### config.mk
export PLATFORM = sky130hd
export DESIGN_NAME = serial_tx_param
export DESIGN_NICKNAME = d
export VERILOG_FILES = /design/src/rtl/serial_tx_param.sv
export SDC_FILE = /design/constraint.sdc
export NUM_CORES = 1
export LEC_CHECK = 0
export BUFFER_PORTS_ARGS = -buffer_cell sky130_fd_sc_hd__buf_2
export CORE_ASPECT_RATIO = 0.8
export CORE_MARGIN = 2
export CORE_UTILIZATION = 55
export CTS_BUF_LIST = sky130_fd_sc_hd__clkbuf_4
export CTS_CLUSTER_DIAMETER = 100
export CTS_CLUSTER_SIZE = 14
export DETAILED_ROUTE_END_ITERATION = 8
export PLACE_DENSITY = 0.77
export SLEW_MARGIN = 20
export SYNTH_ARGS = -nofsm -noshare
export SYNTH_HDL_FRONTEND = slang
export SYNTH_SLANG_ARGS = --single-unit
export TNS_END_PERCENT = 5
### constraint.sdc
create_clock -name CLK_TX -period 4.4 [get_ports CLK_TX]
set_input_delay 0.88 -clock CLK_TX [delete_from_list [all_inputs] [get_ports CLK_TX]]
set_output_delay 0.88 -clock CLK_TX [all_outputs]
set_load 0.01 [all_outputs]
### src/rtl/serial_tx_param.sv
// serial_tx_param: parametrised UART transmitter (start, DATA_W bits LSB first, optional parity, 1-2 stops).
// Latency: word accepted at edge T drives the start bit from T+1; frame lasts (1+DATA_W+P+STOP_BITS)*CLKS_PER_BIT cycles.
// Backpressure: READY only in IDLE or the last stop-bit cycle; VALID while READY=0 is dropped, not queued.
// Optional feature: define SERIAL_TX_PARITY_EN to insert a parity bit (polarity from PARITY_ODD).
module serial_tx_param #(
  parameter int DATA_W       = 8,
  parameter int STOP_BITS    = 1,
  parameter int CLKS_PER_BIT = 16,
  parameter int PARITY_ODD   = 0
) (
  input  logic              CLK_TX,
  input  logic              RST,
  input  logic [DATA_W-1:0] DATA,
  input  logic              VALID,
  output logic              READY,
  output logic              TX,
  output logic              BUSY,
  output logic              DONE
);

  // Bit-period counter: at least one bit wide so CLKS_PER_BIT=1 still elaborates.
  localparam int CNT_W = (CLKS_PER_BIT > 1) ? $clog2(CLKS_PER_BIT) : 1;
  localparam logic [CNT_W-1:0] CNT_LAST = CNT_W'(CLKS_PER_BIT - 1);

  // Bit index covers up to 9 data bits.
  localparam logic [3:0] DATA_LAST = 4'(DATA_W - 1);
  localparam logic [3:0] STOP_LAST = 4'(STOP_BITS - 1);

  localparam logic [2:0] ST_IDLE   = 3'd0;
  localparam logic [2:0] ST_START  = 3'd1;
  localparam logic [2:0] ST_DATA   = 3'd2;
  localparam logic [2:0] ST_STOP   = 3'd4;
`ifdef SERIAL_TX_PARITY_EN
  localparam logic [2:0] ST_PARITY = 3'd3;
  localparam logic       PAR_INV   = (PARITY_ODD != 0);
`endif

  // Reject illegal configurations at elaboration rather than shipping a broken frame format.
  if (DATA_W < 5 || DATA_W > 9) begin : g_bad_data_w
    $error("serial_tx_param: DATA_W must be in 5..9");
  end
  if (STOP_BITS < 1 || STOP_BITS > 2) begin : g_bad_stop_bits
    $error("serial_tx_param: STOP_BITS must be 1 or 2");
  end
  if (CLKS_PER_BIT < 1) begin : g_bad_clks_per_bit
    $error("serial_tx_param: CLKS_PER_BIT must be at least 1");
  end
  if (PARITY_ODD != 0 && PARITY_ODD != 1) begin : g_bad_parity_odd
    $error("serial_tx_param: PARITY_ODD must be 0 or 1");
  end

  logic [2:0]        state;
  logic [CNT_W-1:0]  cnt;
  logic [3:0]        bit_idx;
  logic [DATA_W-1:0] shift;
  logic              bit_end;
  logic              last_stop;
  logic              accept;
  logic              tx_bit;
`ifdef SERIAL_TX_PARITY_EN
  logic              par_bit;
`endif

  assign bit_end   = (cnt == CNT_LAST);
  assign last_stop = (state == ST_STOP) && bit_end && (bit_idx == STOP_LAST);

  // Accepting in the final stop cycle lets the next start bit abut the stop bit.
  assign READY  = RST && ((state == ST_IDLE) || last_stop);
  assign accept = VALID && READY;
  assign DONE   = RST && last_stop;
  assign BUSY   = (state != ST_IDLE);
  assign TX     = tx_bit;

  // Bit-period counter: restarts on accept, idles at zero, wraps at each bit boundary.
  always_ff @(posedge CLK_TX) begin
    if (!RST) begin
      cnt <= '0;
    end else if (accept || (state == ST_IDLE) || bit_end) begin
      cnt <= '0;
    end else begin
      cnt <= cnt + CNT_W'(1);
    end
  end

  // Frame sequencer: state, bit index and data shift register advance on bit boundaries.
  always_ff @(posedge CLK_TX) begin
    if (!RST) begin
      state   <= ST_IDLE;
      bit_idx <= '0;
      shift   <= '0;
    end else if (accept) begin
      state   <= ST_START;
      bit_idx <= '0;
      shift   <= DATA;
    end else if (bit_end) begin
      case (state)
        ST_START: begin
          state   <= ST_DATA;
          bit_idx <= '0;
        end
        ST_DATA: begin
          shift <= shift >> 1;
          if (bit_idx == DATA_LAST) begin
            bit_idx <= '0;
`ifdef SERIAL_TX_PARITY_EN
            state   <= ST_PARITY;
`else
            state   <= ST_STOP;
`endif
          end else begin
            bit_idx <= bit_idx + 4'd1;
          end
        end
`ifdef SERIAL_TX_PARITY_EN
        ST_PARITY: begin
          state   <= ST_STOP;
          bit_idx <= '0;
        end
`endif
        ST_STOP: begin
          // Back-to-back accept is handled above; here the frame simply ends.
          if (bit_idx == STOP_LAST) begin
            state   <= ST_IDLE;
            bit_idx <= '0;
          end else begin
            bit_idx <= bit_idx + 4'd1;
          end
        end
        ST_IDLE: begin
          state <= ST_IDLE;
        end
        default: begin
          state   <= ST_IDLE;
          bit_idx <= '0;
        end
      endcase
    end
  end

`ifdef SERIAL_TX_PARITY_EN
  // Parity is fixed at accept time, since the shift register is consumed during the data bits.
  always_ff @(posedge CLK_TX) begin
    if (!RST) begin
      par_bit <= 1'b0;
    end else if (accept) begin
      par_bit <= (^DATA) ^ PAR_INV;
    end
  end
`endif

  // Line driver: decode of registered state, idles high.
  always_comb begin
    tx_bit = 1'b1;
    case (state)
      ST_START:  tx_bit = 1'b0;
      ST_DATA:   tx_bit = shift[0];
`ifdef SERIAL_TX_PARITY_EN
      ST_PARITY: tx_bit = par_bit;
`endif
      default:   tx_bit = 1'b1;
    endcase
  end

endmodule
==> flow_metrics.env, run 1 <==
export IMPL_num_vias=926
export IMPL_cts_made_buffers=3
export IMPL_cts_tree="built"
export IMPL_area_delta_synth_final_pct=9.68
export IMPL_placementRows=13
export IMPL_ys_top_cells_by_area="dfxtp_1 38%, nand2_1 6.7%, a21oi_1 4.5%"
export IMPL_yosysSeqAreaShare=0.377
export IMPL_path_buf_inv=1
export IMPL_grt_antenna_before_repair=0
export IMPL_hpwl_um=1580
export IMPL_grt_overflow=0
export IMPL_grtUsageTotal=0.222
export IMPL_yosys_most_used_dff="dfxtp_1"
export IMPL_status="finished, final reports clean"
export IMPL_synthArstFlopShare=0
export IMPL_netlist_area_leader_share=0.377
export IMPL_diodes=0
export IMPL_peakVddDrop_uv=273
export IMPL_die_area_um2=2190
export IMPL_fin_crit_sh=0.658
export IMPL_clk_pin_slew_worst_paths_ns=0.11
export IMPL_ctsHoldBuffers=0
export IMPL_syn_nets=139
export IMPL_routabilityCongestion=0.879
export IMPL_cts_setup_buffers=0
export IMPL_portBuffers=14
export IMPL_synth_ff_latch_count=19
export IMPL_die_y_um=42.3
export IMPL_postPlaceCellArea_um2=1080
export IMPL_hold_violations=0
export IMPL_startpoint_type="flop"
export IMPL_cp_end_kind="output pin"
export IMPL_cp_arrival_ns=2.02
export IMPL_root_buffer="clkbuf_4"
export IMPL_holdCritPathClass="flop to flop"
export IMPL_crit_required_ns=3.52
export IMPL_slew_headroom=0.640
export IMPL_grt_max_degree=16
export IMPL_dp_cells=156
export IMPL_cpLargestDelayFamily="simple AND/OR/NAND/NOR gates"
export IMPL_ioPinCount=15
export IMPL_rsz0062_at_grt="no"
export IMPL_drt_initial_drc_count=19
export IMPL_path_max_fanout=15
export IMPL_drive_gt1_frac=0.167
export IMPL_cts_repair_resized=0
export IMPL_syn_avg_cell_area_um2=8.07
export IMPL_worst_pin_slew_ns=0.536
export IMPL_start_util=0.602
export IMPL_worstPathCellList="ha_1, nand3_1, nor4_1, a21o_1, buf_2"
export IMPL_p_leak_uw=0.000418
export IMPL_p_total_uw=302
export IMPL_layout_commonest_cell="dfxtp_1"
export IMPL_final_cell_mix="19 x dfxtp_1, 18 x nand2_1, 14 x buf_2"
export IMPL_yosys_warnings=0
export IMPL_grt_pass1_wl_um=3640
export IMPL_cp_slowest_cell="nor4_1"
export IMPL_synth_area_um2=1010
export IMPL_power_density_nw_per_um2=273
export IMPL_wire_per_inst_um=13.2
export IMPL_drc=0
export IMPL_detail_route_antenna_nets=0
export IMPL_clock_sinks=19
export IMPL_core_um2=1680
export IMPL_max_cap_violations=0
export IMPL_post_route_util=0.660
export IMPL_design_area_um2=1110
export IMPL_tns_ns=0
export IMPL_min_period_ns=2.90
export IMPL_finalSetupViolations=0
export IMPL_synth_edff_count=0
export IMPL_synth_largest_area_cell="dfxtp_1"
export IMPL_critPathMaxStageDelay_ns=0.50
export IMPL_path_class="flop to output pin"
export IMPL_fin_cells=160
export IMPL_slew_violations=0
export IMPL_nNetsFinal=153
export IMPL_grt_pass1_vias=807
export IMPL_yosys_cell_types_count=37
export IMPL_max_freq_ghz=0.345
export IMPL_finClkSkew_ns=0.00540
export IMPL_htree_num_levels=1
export IMPL_routed_wl_um=2120
export IMPL_synthCells=125
export IMPL_first_pass_iters=5
export IMPL_clock_latency_ns=0.30
export IMPL_vias_per_cell=5.79
export IMPL_fp_dieW_um=51.9
export IMPL_cts_buffer_depth=2
-- flip-flops by register name, indices dropped and copies added, names as in the netlist --
| name | flops |
|---|---|
| cnt | 4 |
| bit_idx | 4 |
| shift | 8 |
| state | 3 |
-- per-layer routing --
| metal | track usage | part of all wire |
|---|---|---|
| met4 | 0.0526 | 0.0071 |
| met1 | 0.337 | 0.49 |
| met2 | 0.296 | 0.43 |
| met3 | 0.0750 | 0.071 |
| met5 | 0 | 0 |
-- cells in the mapped netlist, types with 3 or more instances --
| master | n |
|---|---|
| nand2_1 | 18 |
| ha_1 | 3 |
| o31ai_1 | 5 |
| nand3_1 | 8 |
| inv_1 | 7 |
| o211ai_1 | 3 |
| nor2b_1 | 3 |
| nor2_1 | 6 |
| nor3_1 | 3 |
| nand2b_1 | 3 |
| o21ai_0 | 5 |
| a21oi_1 | 9 |
| dfxtp_1 | 19 |
| a31oi_1 | 5 |
-- power breakdown --
part	internal, uW	switching [uW]	leakage [uW]	total (uW)
Clock	33.9	54.4	0.0000177	88.3
Sequential	178	3.99	0.000155	182
Combinational	13.0	18.3	0.000245	31.3
Total	225	76.7	0.000418	302
-- cell type report --
cell class | instances | area (um^2)
inverter | 7 | 26.3
clock buffer | 3 | 22.5
tap | 22 | 27.5
clock inverter | 1 | 5.00
multi-input combinational | 94 | 574
sequential | 19 | 380
fill | 155 | 569
timing repair buffer | 14 | 70.1
-- kinds of logic (layout without fill, tap and decap cells) --
| family | count (synthesis) | in the layout | share of synthesized area |
|---|---|---|---|
| AOI/OAI and AO/OA | 35 | 35 | 0.233 |
| xor gates and xnor gates | 2 | 2 | 0.0174 |
| adders and majority gates | 3 | 3 | 0.0372 |
| and+or+nand+nor | 54 | 54 | 0.282 |
| DFF | 19 | 19 | 0.377 |
| buffers and inverters | 12 | 25 | 0.0533 |
-- worst register-to-register path: stages, from the launching register on --
cell	delay [ns]
dfxtp_1	0.37
ha_1	0.20
nand3_1	0.39
or3_1	0.60
o21ai_0	0.21
nor3_1	0.07
-- through the flow --
step | setup WS, ns | hold slack, ns
floorplan | 1.91 | 0.418
CTS | 1.52 | 0.469
finish | 1.50 | 0.464
global placement | 1.87 | 0.432
detailed placement | 1.83 | 0.443
global route | 1.35 | 0.493
-- path summary, 6_finish.rpt --
path	depth (start not counted)	start	slack (ns)	end
min reg2reg	1	cnt[0]$_SDFF_PP0_	0.46	cnt[0]$_SDFF_PP0_
min	1	cnt[0]$_SDFF_PP0_	0.46	cnt[0]$_SDFF_PP0_
max reg2reg	5	cnt[0]$_SDFF_PP0_	2.46	shift[4]$_SDFFE_PN0P_
max	5	cnt[0]$_SDFF_PP0_	1.50	READY
No activity file was read; power rests on OpenSTA's default activity.
==> inputs of run 2 (changes only) <==
Settings changed: ABC_AREA set to 1.
Clock period 4.4 ns to 2.8 ns, I/O delays scaled along.
==> run 2 against run 1 <==
Net effect:
- critical path depth decreased by 1
- final area increased by 2.0%
- synthesized cell count increased by 12%
- clock power increased by 70%
- clock skew decreased by 0.00062 ns
- combinational power increased by 63%
- power increased by 61%
- non-clock buffer count unchanged
- critical endpoint is now DONE
- critical path type unchanged
==> flow_metrics.env, run 2 <==
export IMPL_dp_slack_ns=0.895
export IMPL_hpwl_um=1460
export IMPL_cts_buffer_depth=2
export IMPL_cts_repair_resized=0
export IMPL_cts_made_buffers=3
export IMPL_yosys_most_used_dff="dfxtp_1"
export IMPL_rsz0062_at_grt="no"
export IMPL_worstPathCellList="ha_1, nand3_4, nor4_1, buf_2"
export IMPL_grt_pass1_vias=766
export IMPL_num_vias=906
export IMPL_min_period_ns=2.10
export IMPL_synth_largest_area_cell="dfxtp_1"
export IMPL_diodes=0
export IMPL_holdCritPathClass="flop to flop"
export IMPL_max_cap_violations=0
export IMPL_drt_initial_drc_count=28
export IMPL_cts_setup_buffers=0
export IMPL_synthCells=140
export IMPL_finClkSkew_ns=0.00479
export IMPL_first_pass_iters=5
export IMPL_vias_per_cell=5.09
export IMPL_grt_pass1_wl_um=3140
export IMPL_start_util=0.607
export IMPL_placementRows=13
export IMPL_cts_tree="built"
export IMPL_netlist_area_leader_share=0.374
export IMPL_cp_end_kind="output pin"
export IMPL_slew_headroom=0.808
export IMPL_n_fill_cell=139
export IMPL_path_max_fanout=6
export IMPL_grtUsageTotal=0.194
export IMPL_area_delta_synth_final_pct=10.9
export IMPL_clock_sinks=19
export IMPL_regArea_um2=380
export IMPL_die_y_um=42.5
export IMPL_worst_pin_slew_ns=0.286
export IMPL_grt_max_degree=14
export IMPL_root_buffer="clkbuf_4"
export IMPL_peakVddDrop_uv=348
export IMPL_status="finished, final reports clean"
export IMPL_p_leak_uw=0.000544
export IMPL_final_cell_mix="32 x nand2_1, 21 x nand3_1, 19 x dfxtp_1"
export IMPL_layout_commonest_cell="nand2_1"
export IMPL_syn_avg_cell_area_um2=7.27
export IMPL_portBuffers=14
export IMPL_nNetsFinal=171
export IMPL_yosys_cell_types_count=26
export IMPL_wire_per_inst_um=10.8
export IMPL_synth_most_common_cell="nand2_1"
export IMPL_grt_overflow=0
export IMPL_reg_top3="shift: 8 flops, bit_idx: 4 flops, cnt: 4 flops"
export IMPL_tns_ns=0
export IMPL_routed_wl_um=1920
export IMPL_path_class="flop to output pin"
export IMPL_synth_area_um2=1020
export IMPL_grt_antenna_before_repair=0
export IMPL_routabilityCongestion=0.818
export IMPL_die_area_um2=2210
export IMPL_synth_edff_count=0
export IMPL_power_density_nw_per_um2=429
export IMPL_startpoint_type="flop"
export IMPL_cpLargestDelayFamily="simple AND/OR/NAND/NOR gates"
export IMPL_cp_arrival_ns=1.54
export IMPL_crit_required_ns=2.24
export IMPL_drive_gt1_frac=0.224
export IMPL_largest_reg_flops=8
export IMPL_syn_nets=154
export IMPL_max_freq_ghz=0.476
export IMPL_yosysSeqAreaShare=0.374
export IMPL_finalSetupViolations=0
export IMPL_multi_input_area_um2=546
export IMPL_cp_slowest_cell="dfxtp_1"
export IMPL_htree_num_levels=1
export IMPL_synth_ff_latch_count=19
export IMPL_top_register="shift"
export IMPL_ctsHoldBuffers=0
export IMPL_path_buf_inv=1
export IMPL_slew_violations=0
export IMPL_clock_latency_ns=0.30
export IMPL_ioPinCount=15
export IMPL_fp_dieW_um=52.1
export IMPL_core_um2=1680
export IMPL_fin_crit_sh=0.751
export IMPL_critPathMaxStageDelay_ns=0.37
export IMPL_hold_violations=0
export IMPL_synthArstFlopShare=0
export IMPL_clk_pin_slew_worst_paths_ns=0.10
export IMPL_drc=0
export IMPL_ys_top_cells_by_area="dfxtp_1 37%, nand2_1 12%, nand3_1 10%"
export IMPL_yosys_warnings=0
export IMPL_synth_commonest_cells="32 x nand2_1, 21 x nand3_1, 19 x dfxtp_1"
export IMPL_fin_ws_ns=0.698
export IMPL_detail_route_antenna_nets=0
==> run 2: per-layer routing <==
layer,up-vias,GRT usage,share of wire
met1,396,0.273,0.50
li1,482,-,-
met3,4,0.0750,0.059
met4,0,0.0316,0.016
met2,24,0.284,0.43
met5,-,0,0
==> run 2: worst paths after layout <==
kind / start / endpoint / slack [ns] / depth (start not counted)
max: cnt[0]$_SDFF_PP0_ / DONE / 0.70 / 4
min reg2reg: cnt[0]$_SDFF_PP0_ / cnt[0]$_SDFF_PP0_ / 0.46 / 1
min: cnt[0]$_SDFF_PP0_ / cnt[0]$_SDFF_PP0_ / 0.46 / 1
max reg2reg: cnt[0]$_SDFF_PP0_ / shift[6]$_SDFFE_PN0P_ / 1.18 / 10
==> run 2: area by class of cell <==
cell class,instances,area share
clock buffer,4,0.0266
sequential,19,0.337
multi-input combinational,99,0.483
timing repair buffer,14,0.0621
tap,22,0.0244
inverter,20,0.0665
==> run 2: cells by family after synthesis <==
group / after synthesis / synth area share
AND/OR/NAND/NOR: 78 / 0.380
buffers and inverters: 22 / 0.0898
flip-flops: 19 / 0.374
AO/OA/AOI/OAI: 15 / 0.0935
XOR/XNOR: 3 / 0.0258
adder cells (fa/ha/maj): 3 / 0.0369
==> run 2: power breakdown <==
part / switching [uW] / internal, uW
combinational: 30.6 / 20.5
clock: 84.8 / 65.2
sequential: 4.86 / 278
==> run 2: worst register-to-register path: stages (launching register included) <==
cell,delay [ns]
dfxtp_1,0.37
ha_1,0.24
nand3_4,0.14
nor2_2,0.14
nand2_2,0.08
nand2_4,0.08
nand2_4,0.10
nand2_2,0.15
inv_1,0.10
nand3_1,0.08
nand2_1,0.05
==> run 2: stage by stage <==
step / power [uW] / utilization / instances / hold WS, ns / cell area, um^2
final: 484 / 0.674 / 178 / 0.462 / 1130
after global routing: 507 / 0.674 / 178 / 0.494 / 1130
after CTS: 489 / 0.674 / 178 / 0.464 / 1130
after detailed placement: 340 / 0.656 / 174 / 0.446 / 1100
after global placement: 339 / 0.656 / 174 / 0.431 / 1100
after floorplan: 325 / - / 140 / 0.418 / 1020
